### config.mk
export PLATFORM = sky130hd
export DESIGN_NAME = rv16_fetch_aligner
export DESIGN_NICKNAME = d
export VERILOG_FILES = /design/src/rtl/rv16_fetch_aligner.sv
export SDC_FILE = /design/constraint.sdc
export NUM_CORES = 1
export LEC_CHECK = 0
export ABC_CLOCK_PERIOD_IN_PS = 10100
export BUFFER_PORTS_ARGS = -buffer_cell sky130_fd_sc_hd__buf_2
export CAP_MARGIN = 25
export CORE_MARGIN = 4
export CORE_UTILIZATION = 27
export CTS_CLUSTER_DIAMETER = 120
export DETAILED_ROUTE_END_ITERATION = 10
export SETUP_SLACK_MARGIN = 0.2
export SYNTH_ARGS = -nofsm -noshare
export SYNTH_HDL_FRONTEND = slang
export SYNTH_SLANG_ARGS = --single-unit
### constraint.sdc
create_clock -name i_clk -period 10.1 [get_ports i_clk]
set_input_delay 2.02 -clock i_clk [delete_from_list [all_inputs] [get_ports i_clk]]
set_output_delay 2.02 -clock i_clk [all_outputs]
set_load 0.01 [all_outputs]
### src/rtl/rv16_fetch_aligner.sv
// Purpose: fetch 32-bit words, buffer halfwords, and present aligned RVC/32-bit instructions with their PC.
// Latency: rvalid to o_instr_valid is one cycle; at most one memory request is in flight.
// Backpressure: outputs hold while i_instr_ready is low, and fetch stalls until the buffer has two free halfword slots.
module rv16_fetch_aligner #(
  parameter logic [31:0] RESET_PC = 32'h0000_0000,
  parameter int          BUF_HW   = 4
) (
  input  logic        i_clk,
  input  logic        i_rst,
  input  logic        i_redirect,
  input  logic [31:0] i_redirect_pc,
  output logic        o_imem_req,
  output logic [31:0] o_imem_addr,
  input  logic        i_imem_gnt,
  input  logic        i_imem_rvalid,
  input  logic [31:0] i_imem_rdata,
  output logic        o_instr_valid,
  input  logic        i_instr_ready,
  output logic [31:0] o_instruction,
  output logic        o_is_compressed,
  output logic [31:0] o_pc
);

  localparam int CW = $clog2(BUF_HW + 1);
  typedef logic [CW-1:0] cnt_t;

  // A fetch is only launched when a full word is guaranteed to fit.
  localparam cnt_t REQ_MAX = cnt_t'(BUF_HW - 2);

  typedef enum logic [1:0] {
    ST_IDLE,
    ST_REQ,
    ST_WAIT
  } state_t;

  state_t      state_q, state_d;
  logic [31:0] fpc_q, fpc_d;
  logic [31:0] pc_q, pc_d;
  logic        drop_q, drop_d;
  cnt_t        cnt_q, cnt_d;
  logic [15:0] hw_q [BUF_HW];
  logic [15:0] hw_d [BUF_HW];

  logic        is_wide;
  logic        instr_vld;
  cnt_t        push_n;
  cnt_t        pop_n;
  cnt_t        base;
  logic [15:0] push0;
  logic [15:0] push1;

  // fpc bit 0 is always zero; only bit 1 and the word address are consumed.
  logic unused_fpc0;
  assign unused_fpc0 = fpc_q[0];

  // Decode the head of the buffer into the presented instruction.
  always_comb begin
    is_wide         = (hw_q[0][1:0] == 2'b11);
    instr_vld       = is_wide ? (cnt_q >= cnt_t'(2)) : (cnt_q >= cnt_t'(1));
    o_instr_valid   = instr_vld;
    o_is_compressed = instr_vld & ~is_wide;
    o_instruction   = '0;
    if (instr_vld) begin
      o_instruction = is_wide ? {hw_q[1], hw_q[0]} : {16'h0000, hw_q[0]};
    end
    o_pc        = pc_q;
    o_imem_req  = (state_q == ST_REQ);
    o_imem_addr = (state_q == ST_REQ) ? {fpc_q[31:2], 2'b00} : 32'h0;
  end

  // Fetch FSM: request sequencing, redirect handling and halfword push selection.
  always_comb begin
    state_d = state_q;
    fpc_d   = fpc_q;
    drop_d  = drop_q;
    push_n  = '0;
    push0   = fpc_q[1] ? i_imem_rdata[31:16] : i_imem_rdata[15:0];
    push1   = i_imem_rdata[31:16];
    case (state_q)
      ST_IDLE: begin
        if (!i_redirect && (cnt_q <= REQ_MAX)) begin
          state_d = ST_REQ;
        end
      end
      ST_REQ: begin
        if (i_redirect) begin
          // A grant in the redirect cycle still produces a response; wait for it and discard it
          // so it cannot be mistaken for the reply to the next request.
          state_d = i_imem_gnt ? ST_WAIT : ST_IDLE;
          drop_d  = i_imem_gnt;
        end else if (i_imem_gnt) begin
          state_d = ST_WAIT;
        end
      end
      ST_WAIT: begin
        if (i_imem_rvalid) begin
          state_d = ST_IDLE;
          drop_d  = 1'b0;
          if (!drop_q && !i_redirect) begin
            push_n = fpc_q[1] ? cnt_t'(1) : cnt_t'(2);
            fpc_d  = {fpc_q[31:2], 2'b00} + 32'd4;
          end
        end else if (i_redirect) begin
          drop_d = 1'b1;
        end
      end
      default: state_d = ST_IDLE;
    endcase
    if (i_redirect) begin
      fpc_d = i_redirect_pc & ~32'h1;
    end
  end

  // Buffer update: pop from the head, then append fresh halfwords behind the survivors.
  always_comb begin
    pop_n = '0;
    if (instr_vld && i_instr_ready && !i_redirect) begin
      pop_n = is_wide ? cnt_t'(2) : cnt_t'(1);
    end
    pc_d = pc_q;
    if (i_redirect) begin
      pc_d = i_redirect_pc & ~32'h1;
    end else if (pop_n != '0) begin
      pc_d = pc_q + (is_wide ? 32'd4 : 32'd2);
    end

    hw_d = hw_q;
    if (pop_n == cnt_t'(1)) begin
      for (int i = 0; i < BUF_HW - 1; i++) hw_d[i] = hw_q[i+1];
    end else if (pop_n == cnt_t'(2)) begin
      for (int i = 0; i < BUF_HW - 2; i++) hw_d[i] = hw_q[i+2];
    end

    base = cnt_q - pop_n;
    for (int i = 0; i < BUF_HW; i++) begin
      if ((push_n >= cnt_t'(1)) && (cnt_t'(i) == base)) hw_d[i] = push0;
      if ((push_n == cnt_t'(2)) && (cnt_t'(i) == base + cnt_t'(1))) hw_d[i] = push1;
    end

    cnt_d = i_redirect ? '0 : base + push_n;
  end

  // State registers.
  always_ff @(posedge i_clk or posedge i_rst) begin
    if (i_rst) begin
      state_q <= ST_IDLE;
      fpc_q   <= RESET_PC & ~32'h1;
      pc_q    <= RESET_PC & ~32'h1;
      drop_q  <= 1'b0;
      cnt_q   <= '0;
      for (int i = 0; i < BUF_HW; i++) hw_q[i] <= '0;
    end else begin
      state_q <= state_d;
      fpc_q   <= fpc_d;
      pc_q    <= pc_d;
      drop_q  <= drop_d;
      cnt_q   <= cnt_d;
      hw_q    <= hw_d;
    end
  end

endmodule

=== Word-level counts from Yosys, hierarchy flattened ===
Index checks and enable logic that the tools add are counted.

* Add/subtract/negate cells: 5
* Order comparisons: 4
* Equality and inequality tests: 17
* Muxes and demuxes: 40
* Bitwise logic cells: 2
* Reduce and logical (&&, ||, !) cells: 30

{| class="wikitable"
|+ Operators with widths
! kind !! number
|-
| $mux W32 || 11
|-
| $mux W16 || 10
|-
| $add A32 B3 Y32 || 1
|-
| $add A32 B3 Y32 const B || 1
|-
| $mux W2 || 11
|-
| $eq A2 B3 Y1 const A || 4
|-
| $logic_and A1 B1 Y1 || 12
|-
| $reduce_bool A2 Y1 || 6
|-
| $reduce_and A3 Y1 || 3
|-
| $reduce_bool A4 Y1 || 2
|-
| $eq A1 B3 Y1 const A || 2
|-
| $eq A3 B2 Y1 const B || 2
|-
| $ge A3 B1 Y1 const B || 2
|-
| $logic_not A3 Y1 || 2
|-
| $mux W3 || 2
|-
| $ne A2 B2 Y1 const B || 3
|-
| $pmux W2 S3 || 1
|-
| $reduce_bool A3 Y1 || 2
|-
| $eq A2 B2 Y1 const B || 2
|-
| $mux W1 || 4
|-
| $add A3 B1 Y3 const B || 1
|-
| $add A3 B3 Y3 || 1
|-
| $eq A3 B1 Y1 const B || 1
|-
| $ge A3 B2 Y1 const B || 1
|-
| 10 further kinds || 11
|}

* Register bits after elaboration: 134
* Input port bits: 70
* Output and inout port bits: 99

=== Longest topological paths before layout ===
* Word-level depth: 10
* Mapped depth: 18
* Mapped depth without buffers: 15

=== Worst setup path after synthesis ===
OpenSTA, ideal clock, no wires.

* Path type: input port to flip-flop
* Start: in i_instr_ready
* End: reg hw_q[0] (netlist name)
* Data arrival time: 5.207 ns
* Data required time: 9.970 ns
* Setup slack: 4.763 ns
* Stages: 17
* Path through: nor2b_1 o311ai_2 inv_2 buf_2 ha_1 inv_1 fa_1 xnor2_4 inv_4 ha_1 and3_1 buf_2 and3_1 buf_2 o21bai_2 buf_2 o2bb2ai_1

* Cells in the longest elaborated chain, start to end: 8
* Elaborated cells on any way between the ends: 11

{| class="wikitable"
|+ RTL lines
! element !! RTL line !! source
|-
| from (decl) || 18 || <nowiki>input logic i_instr_ready,</nowiki>
|-
| $logic_and A1 B1 Y1 * (2 in series) || 117 || <nowiki>if (instr_vld && i_instr_ready && !i_redirect) begin</nowiki>
|-
| $mux W2 * || 117 ||
|-
| $sub A3 B3 Y3 * || 134 || <nowiki>base = cnt_q - pop_n;</nowiki>
|-
| $add A3 B1 Y3 || 137 || <nowiki>if ((push_n == cnt_t'(2)) && (cnt_t'(i) == base + cnt_t'(1))) hw_d[i] = push1;</nowiki>
|-
| $eq A2 B3 Y1 || 137 ||
|-
| $logic_and A1 B1 Y1 || 137 ||
|-
| $mux W16 or $reduce_bool A2 Y1 (tied branches) || n/a ||
|-
| to (signal assigned) || 158 || <nowiki>hw_q <= hw_d;</nowiki>
|-
| to (decl) || 41 || <nowiki>logic [15:0] hw_q [BUF_HW];</nowiki>
|}

Mark *: on every way between the ends. The rest lies on a longest branch, timed or not.
A chain may end at the register's enable or synchronous reset.

=== Worst setup path after layout ===
* Start: in i_redirect
* End: reg hw_q[5] (netlist name)

* Cells in the longest elaborated chain, start to end: 8
* Elaborated cells on any way between the ends: 17

{| class="wikitable"
|+ RTL lines
! element !! RTL line !! source
|-
| from (decl) || 10 || <nowiki>input logic i_redirect,</nowiki>
|-
| $logic_not A1 Y1 * || 99, 117 ||
|-
| $logic_and A1 B1 Y1 (on tied branches) || 117, 99 ||
|-
| $mux W2 (on tied branches) || 117, 99 ||
|-
| $sub A3 B3 Y3 or $mux W2 (tied branches) || 134, 96 ||
|-
| $add A3 B1 Y3 or $mux W2 (tied branches) || 137, 79 ||
|-
| $eq A2 B3 Y1, or another cell as far along || 137 ||
|-
| $logic_and A1 B1 Y1 (on tied branches) || 137, 136 ||
|-
| $mux W16 or $reduce_bool A2 Y1 (tied branches) || n/a ||
|}

Marks and branches as above.

==> impl_results.md <==
* Post-synthesis cell count at 886
* Sw frac at 35.0%
* RD Place Congestion at 0.839
* Period Utilization, post-route at 70.3%
* Static Leakage at 4.41 nW
* Routed vias at 7689
* Layout cell share with drive strength beyond 1 at 26.3%
* Status: finished, final reports clean
* Combinational share of power at 27.2%
* Most common cell in the synthesized netlist: dfrtp_1
* Final Skew at 0.0188 ns
* CP endpoint kind: flip-flop
* Worst-path maximum fanout at 45
* Worst Setup SP: i_redirect
* Htree depth at 4
* Commonest cells post-synth: dfrtp_1, nand2_1, and2_1
* Register area at 0.00330 mm²
* Max-slew violation count at 0
* Largest net degree at the start of global routing at 70
* Final hold violation count at 0
* Ranking of synthesized cells by area: dfrtp_1, mux2_2, and2_1, xor2_1, nand2_1
* Clock Latency Late Sink at 0.43 ns
* Max frequency at 0.141 GHz
* Unrepaired setup endpoints after global routing: false
* Hold worst-path end: hw_q[50]
* Instance area at placement at 0.00960 mm²
* Area grow syn2layout at 20.0%
* CTS tree: built
* Asr flop ratio synth at 100%
* First-pass GRT wire length at 44200 µm
* Pre-antenna DRT Iters at 5
* Measured slew at the worst slew-check pin at 1.03 ns
* Tmin final at 7.10 ns
* Max-capacitance violation count at 0
* IR drop worst, VDD at 0.109 mV
* PD cells at 187 mW/mm²
* Mapped Area at 0.00852 mm²
* Arrival time worst endpoint at 7.45 ns
* Reg clk slew, reported paths at 0.08 ns
* Hpwl dp at 19100 µm
* Hold Crit Class: flip-flop to flip-flop
* Port-buffer cells at 164
* Synth top area share at 38.8%
* Ys Warns at 0
* Number of synthesized flops with an enable pin at 0
* Total Power at 0.00191 W
* Final Setup Violations at 0
* Internal power at 0.00124 W
* Post-synth cell types at 68
* # fillers at 3165
* Area occupied by multi-input gates at 0.00484 mm²
* # Post-CTS Setup Buffers at 0
* Total gr overflow at 0
* Top_reg_cell synth: dfrtp_1
* Min Hold Slack at 0.504 ns
* Average wire per standard cell at 20.2 µm
* Final WL at 28800 µm
* Vias per cell at 5.38
* DRC viols at 0
* TNS Setup at 0 ns
* HP Start: hw_q[50]
* R2R cell count at 14
* Vias in the first global route at 7471
* Die Y-Extent at 186 µm
* Crit Reg-Reg Startpoint: hw_q[49]
* Kind of critical path: input port to flip-flop
* Post-CTS Resized at 0
* Cell taking the most area after synthesis: dfrtp_1
* Longest Clk Path Bufs at 2
* Core region area at 0.0308 mm²
* Crit Reg-Reg Endpoint: hw_q[5]
* Slew HR at 31.2%
* Dpl ws at 2.56 ns
* Share of power burned in registers at 39.3%
* Num CTS Buffers at 17
* Switching power at 0.000669 W
* Clk root buf: clkbuf_16
* Total Nets Final at 1099
* Die Wd at 186 µm
* Starting Density at 27.6%
* Post-route cell area at 0.0102 mm²
* Req. time, crit path at 10.45 ns
* Syn_area_per_cell at 9.62 µm²
* Seq/Total Area, Yosys at 38.8%
* Hold Crit Depth at 1
* DR iter-0 viols at 651
* Clock sinks at 132
* Reg2reg setup slack at 4.33 ns
* Worst setup SP type: input port
* Initial antenna violation count at 4
* DRT antenna net count at 0
* Hold buffers post-CTS at 0
* I/O pin cnt at 169
* Gr usage total at 16.3%
* Rows at 64
* Final WS setup at 3.00 ns
* Die area at 0.0345 mm²
* Clock power share at 33.5%
* #FFs+latches synth at 132
## power by group through the flow
stage | logic (W) | clock network [W] | registers, W
2_1_floorplan | 0.000374 | 0 | 0.000727
3_3_place_gp | 0.000507 | 0 | 0.000754
3_5_place_dp | 0.000520 | 0 | 0.000757
4_1_cts | 0.000521 | 0.000649 | 0.000749
5_1_grt | 0.000570 | 0.000672 | 0.000767
6_report | 0.000520 | 0.000639 | 0.000750
## worst max-delay path, cell delays in order
cell	delay, ns
buf_2	0.28
nor2b_1	0.25
o311ai_2	0.12
buf_4	0.26
inv_2	0.70
ha_1	0.28
inv_1	0.05
fa_1	0.67
nor2b_1	0.24
ha_1	0.35
and3_1	0.72
and3_1	0.77
o21bai_2	0.50
o2bb2ai_1	0.19
## cell usage in the layout (no fill, tap or decap), types with 17 or more instances in the layout
master	count
buf_2	164
dfrtp_1	132
nand2_1	68
and2_1	53
a21oi_1	50
nor2_1	43
mux2_2	34
xor2_1	31
xnor2_1	26
nor2b_1	23
nor3_1	22
nand3_1	21
nand4_1	20
a21boi_0	20
mux2i_1	19
a31oi_1	18
o22ai_1	17
clkbuf_16	17
## layer usage
layer	up-vias	share of wire (%)	track usage (%)
met2	335	45	25.6
met3	52	6.8	3.56
met5	-	0.15	0
met1	3770	46	22.6
met4	8	2.2	5.13
li1	3524	-	-
## how the worst max path moves through the flow
stage                     endpoint  cells after the start  slack [ns]
after floorplan           cnt_q[0]                      1        4.55
after global placement     hw_q[6]                     14        2.58
after detailed placement   hw_q[5]                     14        2.56
after CTS                  hw_q[5]                     14        3.05
after global routing      hw_q[14]                     14        2.77
final                      hw_q[5]                     14        3.00
## registers in the layout (all words and copies together) (netlist names)
| name | flops |
|---|---|
| fpc_q | 31 |
| o_pc | 31 |
| cnt_q | 3 |
| state_q | 2 |
| hw_q | 64 |
| drop_q | 1 |
## final cells by class
cell class              instances  area share (%)
clock inverters                15            1.52
repair buffers                175            9.22
flip-flops and latches        132            32.3
diodes                          1          0.0245
multi-input cells             679            47.3
inverters                      14           0.588
clock buffers                  17            4.16
well taps                     396            4.85
## stage by stage
step,cells,util (%)
finish,1429,33.2
global route,1428,33.1
CTS,1426,33.0
detailed placement,1394,31.1
global placement,1392,31.0
floorplan,888,-
## logic make-up (layout without fill, tap and decap cells)
logic type	after synthesis	after routing	synth area share [%]
xor+xnor	58	58	6.18
mux	59	59	7.52
buf+inv	77	221	4.64
compound gates	234	234	20.4
flops	132	132	38.8
other cells	1	4	0.0440
fa+ha+maj	10	10	1.73
simple gates	315	315	20.7
(Power assumes the default switching activity.)
